$ cat config.mk
export PLATFORM = sky130hd
export DESIGN_NAME = tinker_mem_arbiter
export DESIGN_NICKNAME = d
export VERILOG_FILES = /design/src/rtl/tinker_arb_pkg.sv /design/src/rtl/tinker_rr_arb2.sv /design/src/rtl/tinker_mem_arbiter.sv
export SDC_FILE = /design/constraint.sdc
export NUM_CORES = 1
export LEC_CHECK = 0
export ABC_AREA = 1
export CORE_MARGIN = 3
export CORE_UTILIZATION = 25
export DETAILED_ROUTE_END_ITERATION = 12
export SLEW_MARGIN = 0
export SYNTH_ARGS = -nofsm -noshare
export SYNTH_HDL_FRONTEND = slang
export SYNTH_SLANG_ARGS = --single-unit
$ cat constraint.sdc
create_clock -name clock -period 1.69 [get_ports clock]
set_input_delay 0.2535 -clock clock [delete_from_list [all_inputs] [get_ports clock]]
set_output_delay 0.2535 -clock clock [all_outputs]
set_load 0.05 [all_outputs]
$ cat src/rtl/tinker_arb_pkg.sv
// Shared state encoding and constants for the Tinker fetch/data storage arbiter.
package tinker_arb_pkg;

  typedef enum logic [2:0] {
    IDLE,
    ISSUE,
    WAIT,
    RESP,
    ERR
  } arb_state_t;

  localparam logic       OWN_FETCH   = 1'b0;
  localparam logic       OWN_DATA    = 1'b1;
  localparam logic [1:0] FETCH_ALIGN = 2'b11;
  localparam logic [2:0] DATA_ALIGN  = 3'b111;

endpackage

$ cat src/rtl/tinker_rr_arb2.sv
// Two-way round-robin pick between fetch (bit 0) and data (bit 1).
module tinker_rr_arb2
  import tinker_arb_pkg::*;
(
  input  logic [1:0] req,
  input  logic       last_grant,
  output logic [1:0] grant,
  output logic       sel_owner
);

  always_comb begin
    sel_owner = OWN_FETCH;
    if (req[OWN_FETCH] && req[OWN_DATA]) begin
      // on a tie, whoever was not served last goes next
      sel_owner = (last_grant == OWN_DATA) ? OWN_FETCH : OWN_DATA;
    end else if (req[OWN_DATA]) begin
      sel_owner = OWN_DATA;
    end
    grant = 2'b00;
    if (req != 2'b00) begin
      grant = (sel_owner == OWN_DATA) ? 2'b10 : 2'b01;
    end
  end

endmodule

$ cat src/rtl/tinker_mem_arbiter.sv
// Shares the single-port unified storage between instruction fetch and data
// access; one transaction in flight, fixed-latency response pulses.
module tinker_mem_arbiter
  import tinker_arb_pkg::*;
#(
  parameter int MEM_LAT = 2,
  parameter int ADDR_W  = 64
) (
  input  logic              clock,
  input  logic              rst_n,
  input  logic              if_req_valid,
  output logic              if_req_ready,
  input  logic [ADDR_W-1:0] if_req_addr,
  output logic              if_rsp_valid,
  output logic [31:0]       if_rsp_data,
  output logic              if_rsp_err,
  input  logic              d_req_valid,
  output logic              d_req_ready,
  input  logic [ADDR_W-1:0] d_req_addr,
  input  logic              d_req_we,
  input  logic [63:0]       d_req_wdata,
  output logic              d_rsp_valid,
  output logic [63:0]       d_rsp_data,
  output logic              d_rsp_err,
  output logic              mem_en,
  output logic              mem_we,
  output logic [ADDR_W-1:0] mem_addr,
  output logic [63:0]       mem_wdata,
  input  logic [63:0]       mem_rdata,
  output logic              busy
);

  // state | meaning
  // IDLE  | arbitration live, ready may assert
  // ISSUE | single-cycle mem_en for the accepted request
  // WAIT  | down-counting the storage latency
  // RESP  | owner's rsp_valid pulse
  // ERR   | misaligned request rejected, owner's rsp_err pulse

  arb_state_t state, state_next;
  logic [3:0] cnt;
  logic       last_grant;
  logic       owner;
  logic       we_q;
  logic [1:0] grant;
  logic       sel_owner;
  logic       accept;
  logic       misaligned;

  tinker_rr_arb2 u_rr (
    .req       ({d_req_valid, if_req_valid}),
    .last_grant(last_grant),
    .grant     (grant),
    .sel_owner (sel_owner)
  );

  assign if_req_ready = (state == IDLE) && grant[OWN_FETCH];
  assign d_req_ready  = (state == IDLE) && grant[OWN_DATA];
  assign accept       = (if_req_valid && if_req_ready) || (d_req_valid && d_req_ready);
  assign misaligned   = (sel_owner == OWN_DATA) ? |(d_req_addr[2:0] & DATA_ALIGN)
                                                : |(if_req_addr[1:0] & FETCH_ALIGN);

  always_comb begin
    state_next = state;
    case (state)
      IDLE:     if (accept) state_next = misaligned ? ERR : ISSUE;
      ISSUE:    state_next = WAIT;
      WAIT:     if (cnt == 4'd0) state_next = RESP;
      RESP:     state_next = IDLE;
      ERR:      state_next = IDLE;
      default:  state_next = IDLE;
    endcase
  end

  always_ff @(posedge clock or negedge rst_n) begin
    if (!rst_n) begin
      state      <= IDLE;
      cnt        <= 4'd0;
      last_grant <= OWN_DATA;
      owner      <= OWN_FETCH;
      we_q       <= 1'b0;
    end else begin
      state <= state_next;
      if (accept) begin
        last_grant <= sel_owner;
        owner      <= sel_owner;
        we_q       <= (sel_owner == OWN_DATA) && d_req_we;
      end
      if (state == ISSUE) begin
        cnt <= 4'(MEM_LAT - 1);
      end else if (state == WAIT && cnt != 4'd0) begin
        cnt <= cnt - 4'd1;
      end
    end
  end

  always_ff @(posedge clock or negedge rst_n) begin
    if (!rst_n) begin
      mem_en       <= 1'b0;
      mem_we       <= 1'b0;
      mem_addr     <= '0;
      mem_wdata    <= '0;
      busy         <= 1'b0;
      if_rsp_valid <= 1'b0;
      if_rsp_err   <= 1'b0;
      if_rsp_data  <= '0;
      d_rsp_valid  <= 1'b0;
      d_rsp_err    <= 1'b0;
      d_rsp_data   <= '0;
    end else begin
      mem_en       <= (state_next == ISSUE);
      mem_we       <= (state_next == ISSUE) && (sel_owner == OWN_DATA) && d_req_we;
      busy         <= (state_next != IDLE);
      if_rsp_valid <= 1'b0;
      if_rsp_err   <= 1'b0;
      if_rsp_data  <= '0;
      d_rsp_valid  <= 1'b0;
      d_rsp_err    <= 1'b0;
      d_rsp_data   <= '0;
      if (state_next == ISSUE) begin
        mem_addr  <= (sel_owner == OWN_DATA) ? d_req_addr : if_req_addr;
        mem_wdata <= (sel_owner == OWN_DATA) ? d_req_wdata : '0;
      end
      // ERR is entered straight from IDLE, so the live selection is the owner
      if (state_next == ERR) begin
        if (sel_owner == OWN_DATA) begin
          d_rsp_valid <= 1'b1;
          d_rsp_err   <= 1'b1;
        end else begin
          if_rsp_valid <= 1'b1;
          if_rsp_err   <= 1'b1;
        end
      end else if (state == WAIT && state_next == RESP) begin
        if (owner == OWN_DATA) begin
          d_rsp_valid <= 1'b1;
          d_rsp_data  <= we_q ? 64'd0 : mem_rdata;
        end else begin
          if_rsp_valid <= 1'b1;
          if_rsp_data  <= mem_rdata[31:0];
        end
      end
    end
  end

endmodule

---- Word level (Yosys, flattened, before mapping) ----
Index checks and enable logic that the tools add are counted.
word-level totals
  input bits .............................. 261
  register bits after elaboration ......... 241
  word-level logic and storage cells ...... 72
cells by class
  muxes and demuxes ....................... 31
  reductions and logical operators ........ 19
  equality and inequality tests ........... 5
  add/sub/neg operators ................... 1
operator list
  cell                 number
  $mux 64              6
  $mux 32              3
  $mux 1               14
  $logic_and 1x1->1    10
  $mux 3               3
  $pmux 3 s3           1
  $mux 4               2
  $eq 3x1->1 const B   2
  $eq 3x2->1 const B   2
  $logic_not 4->1      1
  $mux 2               2
  $reduce_bool 2->1    2
  $reduce_bool 4->1    1
  $sub 4x1->4 const B  1
  $eq 3x3->1 const B   1
  $logic_not 3->1      1
  $reduce_bool 3->1    1
  $reduce_or 3->1      1
  $reduce_or 2->1      1
  $logic_or 1x1->1     1

---- Longest topological paths before layout ----
  word-level depth ........................ 13
  gate-level depth with buffers ........... 9
  mapped depth without buffers ............ 9

---- By module ----
Synthesis repeated with hierarchy kept, for this count alone.
unflattened totals
  cells, all modules ...................... 1195
  area, all modules ....................... 10127.2 um^2
by module, submodules not included
  module              seq. area each (um^2)  area each (um^2)  times used  cells an instance
  tinker_mem_arbiter  6032.0                 10102.2           1           1189
  tinker_rr_arb2      0.0                    25.0              1           6

---- Worst setup path before layout ----
No wires, ideal clock.
  path kind ............................... reg-to-output
  start ................................... register last_grant
  end ..................................... output if_req_ready
  data required time ...................... 1.436 ns
  path slack .............................. -0.541 ns
  stages on the path, launching flop included .. 5
  arrival ................................. 1.978 ns
  path buffers ............................ 2
  cells stage by stage .................... dfstp_2 a21oi_4 buf_2 buf_2 nor3_1
on the way
  word-level cells in the longest chain between the ends .. 5
ends and longest elaborated chain
  item                    RTL line                  RTL
  from (decl)             tinker_mem_arbiter.sv:42  logic last_grant;
  from (signal assigned)  tinker_mem_arbiter.sv:85  last_grant <= sel_owner;
  $mux 1                  tinker_rr_arb2.sv:15      sel_owner = (last_grant == OWN_DATA) ? OWN_FETCH : OWN_DATA;
  $mux 1                  tinker_rr_arb2.sv:13      if (req[OWN_FETCH] && req[OWN_DATA]) begin
  $mux 2                  tinker_rr_arb2.sv:21      grant = (sel_owner == OWN_DATA) ? 2'b10 : 2'b01;
  $mux 2                  tinker_rr_arb2.sv:20      if (req != 2'b00) begin
  $logic_and 1x1->1       tinker_mem_arbiter.sv:57  assign if_req_ready = (state == IDLE) && grant[OWN_FETCH];
  to (decl)               tinker_mem_arbiter.sv:12  output logic if_req_ready,
Every way passes these cells.

---- Final worst setup path ----
Same ends and word-level chain as after synthesis.

==> parameters.txt <==
Parameter                              Value

Run status
  Result of the run ... finished with violations
  Violations in the final reports ... setup timing

Route
  Count of vias placed by the detailed router ... 9106
  Number of detailed-route iterations in the first pass ... 5
  DRC marker count from the first detailed-route iteration ... between 500 and 600
  Post-detailed-route DRC marker count ... 0
  DR vias/cell ... roughly 4.2
  DRT Wirelength ... 35.3 mm
  DRT antenna net count ... 0
  Routed wirelength normalized by instance count ... 16.1 µm

Yosys
  Register bit total from synthesis ... between 200 and 250
  Number of library cell types mapped by synthesis ... 21
  Area of the mapped netlist ... about 9600 µm²
  Yosys warning count ... 0
  Area fraction of the dominant cell type after synthesis ... 0.626
  Synthesized area per cell ... a little under 9 µm²
  Post-synth net total ... approximately 1400
  Cell types occupying the most area after synthesis ... sky130_fd_sc_hd__dfrtp_1 63%, sky130_fd_sc_hd__nand2_1 20%, sky130_fd_sc_hd__nor2_1 4.1%
  Proportion of synthesized chip area in sequential cells ... 0.629
  Cells after synthesis ... 1102
  Cell taking the most area after synthesis ... sky130_fd_sc_hd__dfrtp_1

Critical path
  Critical-path maximum fanout ... 3
  FF-to-FF path depth ... 8
  Worst reg2reg startpoint ... last_grant
  Start point of the critical path ... last_grant
  Critical path class ... reg2out
  Gate family responsible for the most delay along the worst path ... flip-flops
  Capture point of the critical path ... if_req_ready
  Worst reg2reg path endpoint ... mem_wdata[32]
  Crit path buffers/inverters ... 2
  Depth of the critical timing path with buffers and inverters included ... 4
  Cell-by-cell trace of the critical path ... a21oi_4 > buf_6 > nor3_4 > buf_12
  Maximum single-stage delay on the critical path ... slightly below 0.6 ns
  Arrival time of the worst setup path ... between 1.5 and 2 ns
  Worst reg2reg setup slack ... -0.04 ns
  Slowest stage cell on the critical path ... sky130_fd_sc_hd__dfstp_2
  Type of destination of the critical path ... output pin
  Worst path required time ... 1.44 ns
  Kind of start point of the critical path ... flip-flop

Clocking
  Clock-pin slew of the registers on the worst-case setup and hold paths ... roughly 0.060 ns
  Maximum buffer depth of the clock tree ... 3
  Clock tree from TritonCTS ... built
  Clk Latency, worst-skew pair ... approximately 0.54 ns
  Clock sink total ... between 200 and 250
  H-tree lvl count ... 1
  Number of clock buffers inserted by TritonCTS ... 26
  Cell at the root of the clock tree ... sky130_fd_sc_hd__clkbuf_16

Timing
  Slew at the pin with the worst max-slew slack ... around 0.47 ns
  Max Fclk ... about 530 MHz
  Final hold viol count ... 0
  RSZ-0062 raised after global routing ... yes
  Post-route setup slack ... -0.192 ns
  Maximum clock skew at final layout ... between 0.015 and 0.02 ns
  Final Setup Violations ... 5
  Post-route minimum period ... 1.88 ns
  Worst slack on hold paths ... between 0.2 and 0.25 ns
  Slew margin rel. ... 0.688
  Total count of max-transition violations in the final report ... 0
  Period utilisation layout ... 1.11

Die
  Area of the die ... just over 40000 µm²
  Core Region ... around 38000 µm²
  Die outline height ... just over 200 µm
  Width of the die ... slightly above 200 µm
  Std cell rows ... about 70
  Initial standard-cell utilization of the core ... 0.254
  Number of primary I/O pins ... about 490

Layout
  Number of cells in the finished layout apart from fillers ... about 2200
  Antenna Diode Count ... 0
  Multi-input combinational cell area ... just under 3000 µm²
  Area overhead of the layout relative to synthesis ... 71.6%
  Fill cell total of the finished layout ... roughly 3700
  Most common cell after layout, fill and taps aside ... sky130_fd_sc_hd__nand2_1
  Fraction of final layout cells with drive strength greater than 1 ... 0.233
  Number of nets in the finished design ... between 1500 and 2000
  Top library cells by usage in the layout, fill and taps aside ... 517 x sky130_fd_sc_hd__nand2_1, 266 x sky130_fd_sc_hd__buf_4, 259 x sky130_fd_sc_hd__clkdlybuf4s50_1
  Area occupied by registers ... between 6000 and 7000 µm²

Place
  Placed insts ... around 2100
  Final estimated routing congestion in global placement ... about 0.88
  Buffers added on ports ... 493
  Worst slack, placed ... -0.277 ns
  DPL Wire Length ... 25.5 mm

Job
  Max-cap violation count ... 0

Global route
  Initial antenna violation count ... 0
  Vias in the first global route ... roughly 9000
  Remaining global-route overflow ... 0
  Maximum number of pins on one net before global-route repair ... 65
  Total routing usage reported by global routing ... 0.154
  Global-route wire length before repair ... about 50 mm

Worst hold path
  Worst hold-check path type ... in2reg
  Worst Hold Launch ... mem_rdata[57]

Power and ir drop
  Leak Pwr ... around 8.7 nW
  Cell Pwr Density ... 1680 nW/µm²
  Maximum vdd ir drop ... around 760 µV
## where the power goes
group / leakage (nW) / internal [mW] / switching [mW]
combinational: 5.12 / 4.72 / 9.13
sequential: 3.22 / 7.38 / 0.931
clock: 0.408 / 3.15 / 2.31
## tightest hold or removal path, stage by stage
cell and delay [ns]:
sky130_fd_sc_hd__clkdlybuf4s50_1 0.39, sky130_fd_sc_hd__inv_1 0.05, sky130_fd_sc_hd__nor2_1 0.03
## synthesized netlist by cell type
| library cell | n |
|---|---|
| sky130_fd_sc_hd__nand4_1 | 3 |
| sky130_fd_sc_hd__a21oi_4 | 1 |
| sky130_fd_sc_hd__o21ai_0 | 48 |
| sky130_fd_sc_hd__nand3_2 | 1 |
| sky130_fd_sc_hd__clkbuf_1 | 14 |
| sky130_fd_sc_hd__nand3_4 | 1 |
| sky130_fd_sc_hd__inv_2 | 1 |
| sky130_fd_sc_hd__dfrtp_1 | 240 |
| sky130_fd_sc_hd__nor3_1 | 1 |
| sky130_fd_sc_hd__buf_4 | 9 |
| sky130_fd_sc_hd__buf_2 | 20 |
| sky130_fd_sc_hd__buf_6 | 14 |
| sky130_fd_sc_hd__o22ai_1 | 1 |
| sky130_fd_sc_hd__nor2_4 | 1 |
| sky130_fd_sc_hd__ha_1 | 1 |
| sky130_fd_sc_hd__nand2_1 | 521 |
| sky130_fd_sc_hd__o21ai_1 | 24 |
| sky130_fd_sc_hd__nor2_1 | 106 |
| sky130_fd_sc_hd__dfstp_2 | 1 |
| sky130_fd_sc_hd__nand3_1 | 9 |
| sky130_fd_sc_hd__inv_1 | 85 |
## registers in the layout, indices dropped and copies added, names as in the netlist
register and flops:
d_rsp_data 64, mem_addr 64, mem_wdata 64, if_rsp_data 32
cnt 4, state 3, busy 1, d_rsp_err 1
d_rsp_valid 1, if_rsp_err 1, if_rsp_valid 1, last_grant 1
mem_en 1, mem_we 1, owner 1, we_q 1
## metrics by stage
step	area (µm²)	setup TNS, ns	total power, mW	utilization
6_report	16500	-0.386	27.6	0.436
5_1_grt	16500	-8.29	29.1	0.436
4_1_cts	15800	-0.522	27.0	0.419
3_5_place_dp	14900	-20.55	21.3	0.396
3_3_place_gp	14900	-14.89	21.2	0.396
2_1_floorplan	9600	0	16.3	-
## timing repair
action                                  in CTS  in global routing
gates resized for setup                      9                 49
endpoints found under the setup margin       6                164
setup buffers                                2                 11
pin swaps                                    2                  5
hold endpoints to repair                    43                  0
hold buffers                                 1                  0
cloned                                       0                 18
## cell families (layout without fill, tap and decap cells)
group	count (synthesis)	count (layout)	synth area share
adders and majority gates	1	1	0.00130
and+or+nand+nor	643	643	0.257
AOI/OAI and AO/OA	74	74	0.0399
DFF	241	241	0.629
buffers and inverters	143	717	0.0731
## cell type report
cell class | instances | area share
Clock inverter | 9 | 0.00373
Tap cell | 511 | 0.0389
Sequential cell | 241 | 0.367
Timing Repair Buffer | 583 | 0.345
Clock buffer | 39 | 0.0468
Inverter | 86 | 0.0199
Multi-Input combinational cell | 718 | 0.179
## worst min-delay path by stage
stage	depth (start not counted)	end	slack, ns
floorplan	0	busy	-0.04
global placement	1	d_rsp_data[43]	0.22
detailed placement	1	d_rsp_data[47]	0.24
CTS	3	d_rsp_data[49]	0.20
global route	3	d_rsp_data[60]	0.21
finish	3	d_rsp_data[57]	0.23
## routing by layer
layer | part of all wire | track usage | up-vias
li1 | - | - | 4413
met1 | 0.40 | 0.184 | 4272
met2 | 0.50 | 0.272 | 374
met3 | 0.079 | 0.0414 | 47
met4 | 0.025 | 0.0466 | 0
met5 | 0 | 0 | -
Power figures use the tool's default switching activity.
